## src/rtl/vc_input_buffer.sv

```systemverilog
// vc_input_buffer: one flit FIFO per VC for a router input port, presents head of vc_sel, returns credits upstream.
// Latency: a pushed flit is visible from the next cycle (no bypass); a credit pulses the cycle after each accepted pop.
// Backpressure: credit-based, no ready; pushes to a full VC are dropped, flagged sticky when VC_BUF_OVF_CHECK_EN is defined.
`ifndef FLIT_SIZE
`define FLIT_SIZE 8
`endif

module vc_input_buffer #(
  parameter int VC_NUM = 4,
  parameter int VC_W   = 2,
  parameter int DEPTH  = 4
) (
  input  logic                  clk,
  input  logic                  reset,
  input  logic                  flit_valid_in,
  input  logic [VC_W-1:0]       flit_vc_in,
  input  logic [1:`FLIT_SIZE]   flit_in,
  input  logic [VC_W-1:0]       vc_sel,
  input  logic                  pop,
  output logic [1:`FLIT_SIZE]   flit_out,
  output logic [0:VC_NUM-1]     is_new_flit,
  output logic                  credit_out,
  output logic [VC_W-1:0]       credit_vc_out,
  output logic                  overflow_err
);

  localparam int PW = $clog2(DEPTH);
  localparam logic [PW:0] FULL = (PW+1)'(DEPTH);

  logic [1:`FLIT_SIZE] mem    [VC_NUM][DEPTH];
  logic [PW-1:0]       wr_ptr [VC_NUM];
  logic [PW-1:0]       rd_ptr [VC_NUM];
  logic [PW:0]         cnt    [VC_NUM];

  logic                push_ok;
  logic                pop_ok;
  logic [VC_NUM-1:0]   push_v;
  logic [VC_NUM-1:0]   pop_v;

  // Accept decisions; a full VC still takes a flit when the same VC is popped this cycle.
  always_comb begin
    push_v  = '0;
    pop_v   = '0;
    pop_ok  = pop && (cnt[vc_sel] != '0);
    push_ok = flit_valid_in &&
              ((cnt[flit_vc_in] != FULL) || (pop_ok && (vc_sel == flit_vc_in)));
    for (int v = 0; v < VC_NUM; v++) begin
      push_v[v] = push_ok && (flit_vc_in == VC_W'(v));
      pop_v[v]  = pop_ok  && (vc_sel == VC_W'(v));
    end
  end

  // Flit storage is deliberately not reset; occupancy gates every read.
  always_ff @(posedge clk) begin
    if (push_ok) mem[flit_vc_in][wr_ptr[flit_vc_in]] <= flit_in;
  end

  // Per-VC pointers and occupancy; push and pop on the same VC leave cnt unchanged.
  always_ff @(posedge clk) begin
    if (reset) begin
      for (int v = 0; v < VC_NUM; v++) begin
        wr_ptr[v] <= '0;
        rd_ptr[v] <= '0;
        cnt[v]    <= '0;
      end
    end else begin
      for (int v = 0; v < VC_NUM; v++) begin
        if (push_v[v]) wr_ptr[v] <= wr_ptr[v] + PW'(1);
        if (pop_v[v])  rd_ptr[v] <= rd_ptr[v] + PW'(1);
        if (push_v[v] && !pop_v[v])      cnt[v] <= cnt[v] + (PW+1)'(1);
        else if (!push_v[v] && pop_v[v]) cnt[v] <= cnt[v] - (PW+1)'(1);
      end
    end
  end

  // Non-empty flags feed the VC/input arbitration chain.
  always_comb begin
    is_new_flit = '0;
    for (int v = 0; v < VC_NUM; v++) is_new_flit[v] = (cnt[v] != '0);
  end

  assign flit_out = (cnt[vc_sel] != '0) ? mem[vc_sel][rd_ptr[vc_sel]] : '0;

  // One credit per accepted pop; the VC tag holds when idle, reset kills any pending pulse.
  always_ff @(posedge clk) begin
    if (reset) begin
      credit_out    <= 1'b0;
      credit_vc_out <= '0;
    end else if (pop_ok) begin
      credit_out    <= 1'b1;
      credit_vc_out <= vc_sel;
    end else begin
      credit_out    <= 1'b0;
    end
  end

`ifdef VC_BUF_OVF_CHECK_EN
  // Sticky flag: any flit arriving at a full VC without a same-VC pop is lost.
  always_ff @(posedge clk) begin
    if (reset)                           overflow_err <= 1'b0;
    else if (flit_valid_in && !push_ok)  overflow_err <= 1'b1;
  end
`else
  assign overflow_err = 1'b0;
`endif

endmodule

```

## config.mk

```make
export PLATFORM = sky130hd
export DESIGN_NAME = vc_input_buffer
export DESIGN_NICKNAME = d
export VERILOG_FILES = /design/src/rtl/vc_input_buffer.sv
export SDC_FILE = /design/constraint.sdc
export NUM_CORES = 1
export LEC_CHECK = 0
export ABC_AREA = 1
export BUFFER_PORTS_ARGS = -buffer_cell sky130_fd_sc_hd__buf_2
export CAP_MARGIN = 30
export CORE_ASPECT_RATIO = 0.8
export CORE_MARGIN = 10
export CORE_UTILIZATION = 56
export DETAILED_ROUTE_END_ITERATION = 10
export HOLD_SLACK_MARGIN = 0.02
export PLACE_DENSITY = 0.74
export SETUP_SLACK_MARGIN = 0.3
export SYNTH_ARGS = -nofsm -noshare
export SYNTH_HDL_FRONTEND = slang
export SYNTH_SLANG_ARGS = --single-unit
```

## constraint.sdc

```tcl
create_clock -name clk -period 2.7 [get_ports clk]
set_clock_uncertainty 0.2 [all_clocks]
set_input_delay 0.27 -clock clk [delete_from_list [all_inputs] [get_ports clk]]
set_output_delay 0.27 -clock clk [all_outputs]
set_load 0.03 [all_outputs]
```

Yosys cells after proc, flatten, opt, wreduce, memory -nomap -nowiden
Memories as Yosys holds them, arrays and structs flattened.
Index checks and enable logic that the tools add are counted.
- logic and storage cells: 166
- bits in writable memories: 156
- memories kept: 4
- register bits after elaboration: 3
- output and inout bits: 16
- memory list (name ; words ; bits a word ; read ports ; clocked after memory_dff ; write ports ; RTL line ; source):
    mem ; 4 ; 32 ; 1 ; 0 ; 1 ; 30 ; logic [1:`FLIT_SIZE] mem [VC_NUM][DEPTH];
    cnt ; 4 ; 3 ; 6 ; 0 ; 4 ; 33 ; logic [PW:0] cnt [VC_NUM];
    rd_ptr ; 4 ; 2 ; 5 ; 0 ; 4 ; 32 ; logic [PW-1:0] rd_ptr [VC_NUM];
    wr_ptr ; 4 ; 2 ; 5 ; 0 ; 4 ; 31 ; logic [PW-1:0] wr_ptr [VC_NUM];
- reduce and logical (&&, ||, !) cells: 36
- bitwise operators: 18
- order comparisons: 3
- $add $sub $neg: 16
- multiplexer cells: 79
- eq/ne operators: 8
- operator list (cell ; count):
    $mux 1 ; 56
    $mux 32 ; 1
    $mux 8 ; 4
    $mux 3 ; 8
    $logic_and 1x1->1 ; 20
    $add 2x1->2 const B ; 8
    $bmux 8 s2 ; 1
    $demux 8 s2 ; 1
    $mux 2 ; 8
    $or 1x1->1 ; 16
    $reduce_bool 3->1 ; 5
    $add 3x1->3 const B ; 4
    $sub 3x1->3 const B ; 4
    $eq 2x2->1 const B ; 4
    $logic_not 1->1 ; 8
    $ge 3x3->1 const B ; 2
    $not 2->3 ; 2
    $eq 2x1->1 const B ; 2
    $logic_not 2->1 ; 2
    $lt 3x1->1 const B ; 1
    $ne 3x3->1 const B ; 1
    $eq 2x2->1 ; 1
    $logic_or 1x1->1 ; 1

Logic depth before layout (Yosys ltp)
An unclocked memory read counts as a cell.
- depth after elaboration: 14
- mapped depth: 16

Worst setup path before layout
OpenSTA, ideal clock, no wires.
- path type: register to register
- start: memory cnt[1][0] (netlist name)
- end: memory cnt[1][2] (netlist name), data pin
- arrival: 2.134 ns
- cell stages (with the launch flop): 16
- buffers on the path: 0
- data required time: 2.242 ns
- clock period less this slack: 2.591 ns
- setup slack: 0.109 ns
- cell sequence: edfxtp_1 > inv_1 > nand3_1 > nand2_1 > nand2_1 > inv_2 > nand2_4 > nand3_2 > nand2_2 > nand3_1 > nand2_2 > fa_1 > xor2_1 > inv_1 > nand4_1 > a21oi_1
- RTL lines (what ; RTL line):
    start: declaration ; 33

==> impl_metrics.env <==
export IMPL_status="complete, no violations"
export IMPL_grt_overflow_total=0
export IMPL_dp_hpwl_mm=10.27
export IMPL_p_leak_nw=3.204
export IMPL_cp_arrival_ns=2.53
export IMPL_whs_endpoint="mem[0][28]"
export IMPL_hold_path_depth=1
export IMPL_wl_per_cell_um=19.70
export IMPL_async_flop_share=0
export IMPL_hold_start="flit_in[4]"
export IMPL_drcViolationCount=0
export IMPL_p_total_mw=6.065
export IMPL_rows=36
export IMPL_dp_cells=774
export IMPL_clkPwrFrac=0.427
export IMPL_min_path_type="input pin to flip-flop"
export IMPL_synth_area_leaders="edfxtp_1, nand2_1, nor2_1"
export IMPL_chipHeight_um=119.3
export IMPL_irDropWorstVdd_uv=548.9
export IMPL_vias=4815
export IMPL_seqCellArea_um2=4745
export IMPL_worst_setup_path_start_kind="flip-flop"
export IMPL_stdcell_count=832
export IMPL_fin_ws_ns=0.1397
export IMPL_antenna_left=0
export IMPL_routed_wl_mm=16.39
export IMPL_syn_area_um2=6903
export IMPL_r2r_start="cnt[1][0]"
export IMPL_nets=689
export IMPL_post_place_ws_ns=0.06329
export IMPL_multi_input_area_um2=2078
export IMPL_endpoint_kind="flip-flop"
export IMPL_avgViaCountPerCell=5.787
export IMPL_cp_top_family="simple AND/OR/NAND/NOR gates"
export IMPL_synth_top_area_frac=0.6786
export IMPL_crit_chain="inv_2 -> nand3_4 -> nand2_2 -> nand2_2 -> inv_2 -> nand2_4 -> clkinv_8 -> nor2_8 -> nand2_4 -> nor2_4 -> nand2_4 -> fa_2 -> xnor2_2 -> nand3_1 -> o21ai_2"
export IMPL_grt_pass1_vias=4877
export IMPL_slew_viol_final=0
export IMPL_antennaDiodeCount=0
export IMPL_cts_tree="built"
export IMPL_rsz0062_at_grt="true"
export IMPL_clk_latency_ns=0.42
export IMPL_crit_fanout=4
export IMPL_power_density_nw_per_um2=717.3
export IMPL_p_int_mw=4.644
export IMPL_hold_viol_final=0
export IMPL_slowest_delay_ns=0.40
export IMPL_critPathSlowestCell="edfxtp_1"
export IMPL_grt_max_degree=33
export IMPL_ys_ff_latch=159
export IMPL_rr_endpoint="cnt[0][2]"
export IMPL_io_buffers=30
export IMPL_comb_power_share=0.110
export IMPL_finalSetupTns_ns=0
export IMPL_place_gp_congestion=0.8756
export IMPL_synth_edf_count=156
export IMPL_core_area_um2=12120
export IMPL_syn_avg_cell_area_um2=11.82
export IMPL_drive_gt1_frac=0.2662
export IMPL_grt_pass1_wl_mm=25.63
export IMPL_groute_usage_overall=0.1962
export IMPL_die_area_um2=17200
export IMPL_die_w_um=144.1
export IMPL_power_switching_mw=1.422
export IMPL_setup_violations=0
export IMPL_antenna_found_initial=0
export IMPL_cap_violations=0
export IMPL_timing_final_crit_share=0.9483
export IMPL_path_common_cell="nand2_4"
export IMPL_drt_initial_drc_count=542
export IMPL_worst_r2r_cell_count=15
export IMPL_ys_types=37
export IMPL_fmax_mhz=390.6
export IMPL_ys_flop_type="edfxtp_1"
export IMPL_switching_share=0.2344
export IMPL_critPathBufInv=3
export IMPL_cts_buffers_inserted=17
export IMPL_synth_nets=606
export IMPL_ys_warn_count=0
export IMPL_start_util=0.5697
export IMPL_root_buffer="clkbuf_16"
export IMPL_htreeDepth=4
export IMPL_cts_sinks=159
export IMPL_r2r_setup_slack_ns=0.14
export IMPL_dr_pass1_iters=7
export IMPL_areaGrowthSynthToFinish_pct=22.49
export IMPL_num_io_pins=32
export IMPL_crit_type="flip-flop to flip-flop"
export IMPL_synthCells=584
export IMPL_ys_seq_area_frac=0.6873
export IMPL_fillCellCount=789
export IMPL_clk_path_buf_depth=2
export IMPL_required_ns=2.67
export IMPL_clk_pin_slew_worst_paths_ns=0.06
export IMPL_finalCriticalPeriod_ns=2.560
export IMPL_synth_area_leader_cell="edfxtp_1"
export IMPL_sequentialPowerShare=0.463
[synthesized netlist by cell type, types with 5 or more instances]
library cell  number
nand4_1           12
a22oi_1           22
o21ai_0            6
buf_2              5
a21oi_1           35
xnor2_1           11
inv_1             36
nor2_1            47
nand2_1          150
nand2_2            8
clkbuf_1          10
inv_2              7
a221oi_1           6
edfxtp_1         156
nand3_1           19
o211ai_1           8
o21ai_1            5
nor2_2             7
[area by class of cell]
cell class | count | area share
clock buffers | 18 | 0.05075
multi-input cells | 362 | 0.2458
inverters | 44 | 0.02146
flip-flops and latches | 159 | 0.5611
repair buffers | 83 | 0.07325
clock inverters | 14 | 0.02516
well taps | 152 | 0.02249
[registers in the layout, indices dropped and copies added, names as in the netlist]
| name | cells |
|---|---|
| credit_vc_out | 2 |
| cnt | 12 |
| rd_ptr | 8 |
| wr_ptr | 8 |
| credit_out | 1 |
| mem | 128 |
[per-layer routing]
layer,global-route usage,share of wire
met5,0,0
met4,0.07881,0.015
met3,0.04726,0.072
met2,0.3137,0.50
met1,0.2527,0.42
[kinds of logic after synthesis]
kind of cell	share of synthesized area
simple gates	0.1608
flops	0.6873
compound gates	0.08175
buf+inv	0.03770
xor+xnor	0.01776
fa+ha+maj	0.01414
other cells	0.0005433
[layout by cell type (no fill, tap or decap), drive strengths merged, types with 5 or more instances in the layout]
master  netlist  layout
edfxtp      156     156
inv          44      44
clkinv        0       7
buf           9      81
o211ai        8       8
nand2       160     160
a21oi        37      37
bufinv        0       5
nand3        20      20
clkbuf       10      18
a221oi        6       6
nor2         58      58
o21ai        12      12
a22oi        22      22
nand4        12      12
xnor2        11      11
[timing repair]
action	in CTS	in global routing
pin swaps	9	20
setup endpoints to repair	12	76
buffers inserted	13	11
hold buffers	2	0
endpoints found under the hold margin	1	0
gates resized for setup	30	30
[worst max path at each step]
stage          depth (start not counted)     endpoint         start  slack [ns]
3_3_place_gp                          12  flit_out[1]     vc_sel[1]        0.19
6_report                              15    cnt[0][2]     cnt[1][0]        0.14
3_5_place_dp                          16    cnt[0][2]     vc_sel[0]        0.06
5_1_grt                                8  flit_out[1]  rd_ptr[0][0]        0.06
2_1_floorplan                         15    cnt[0][2]     vc_sel[0]        0.30
4_1_cts                                8  flit_out[1]  rd_ptr[1][0]        0.14
[power groups by stage]
| stage | registers [mW] | logic, mW | clock network, mW |
|---|---|---|---|
| 3_3_place_gp | 2.86 | 0.535 | 0 |
| 3_5_place_dp | 2.86 | 0.552 | 0 |
| 2_1_floorplan | 2.86 | 0.355 | 0 |
| 5_1_grt | 2.81 | 0.722 | 2.71 |
| 4_1_cts | 2.81 | 0.616 | 2.61 |
| 6_report | 2.81 | 0.669 | 2.59 |
[through the flow]
stage / hold slack, ns / cell area (um2) / util
2_1_floorplan: 0.1391 / 6928 / -
3_3_place_gp: 0.2457 / 7391 / 0.6100
3_5_place_dp: 0.2670 / 7391 / 0.6100
4_1_cts: 0.03792 / 8264 / 0.6821
5_1_grt: 0.05182 / 8456 / 0.6979
6_report: 0.05505 / 8456 / 0.6979
Note: power is estimated with default switching activity, not from simulation.
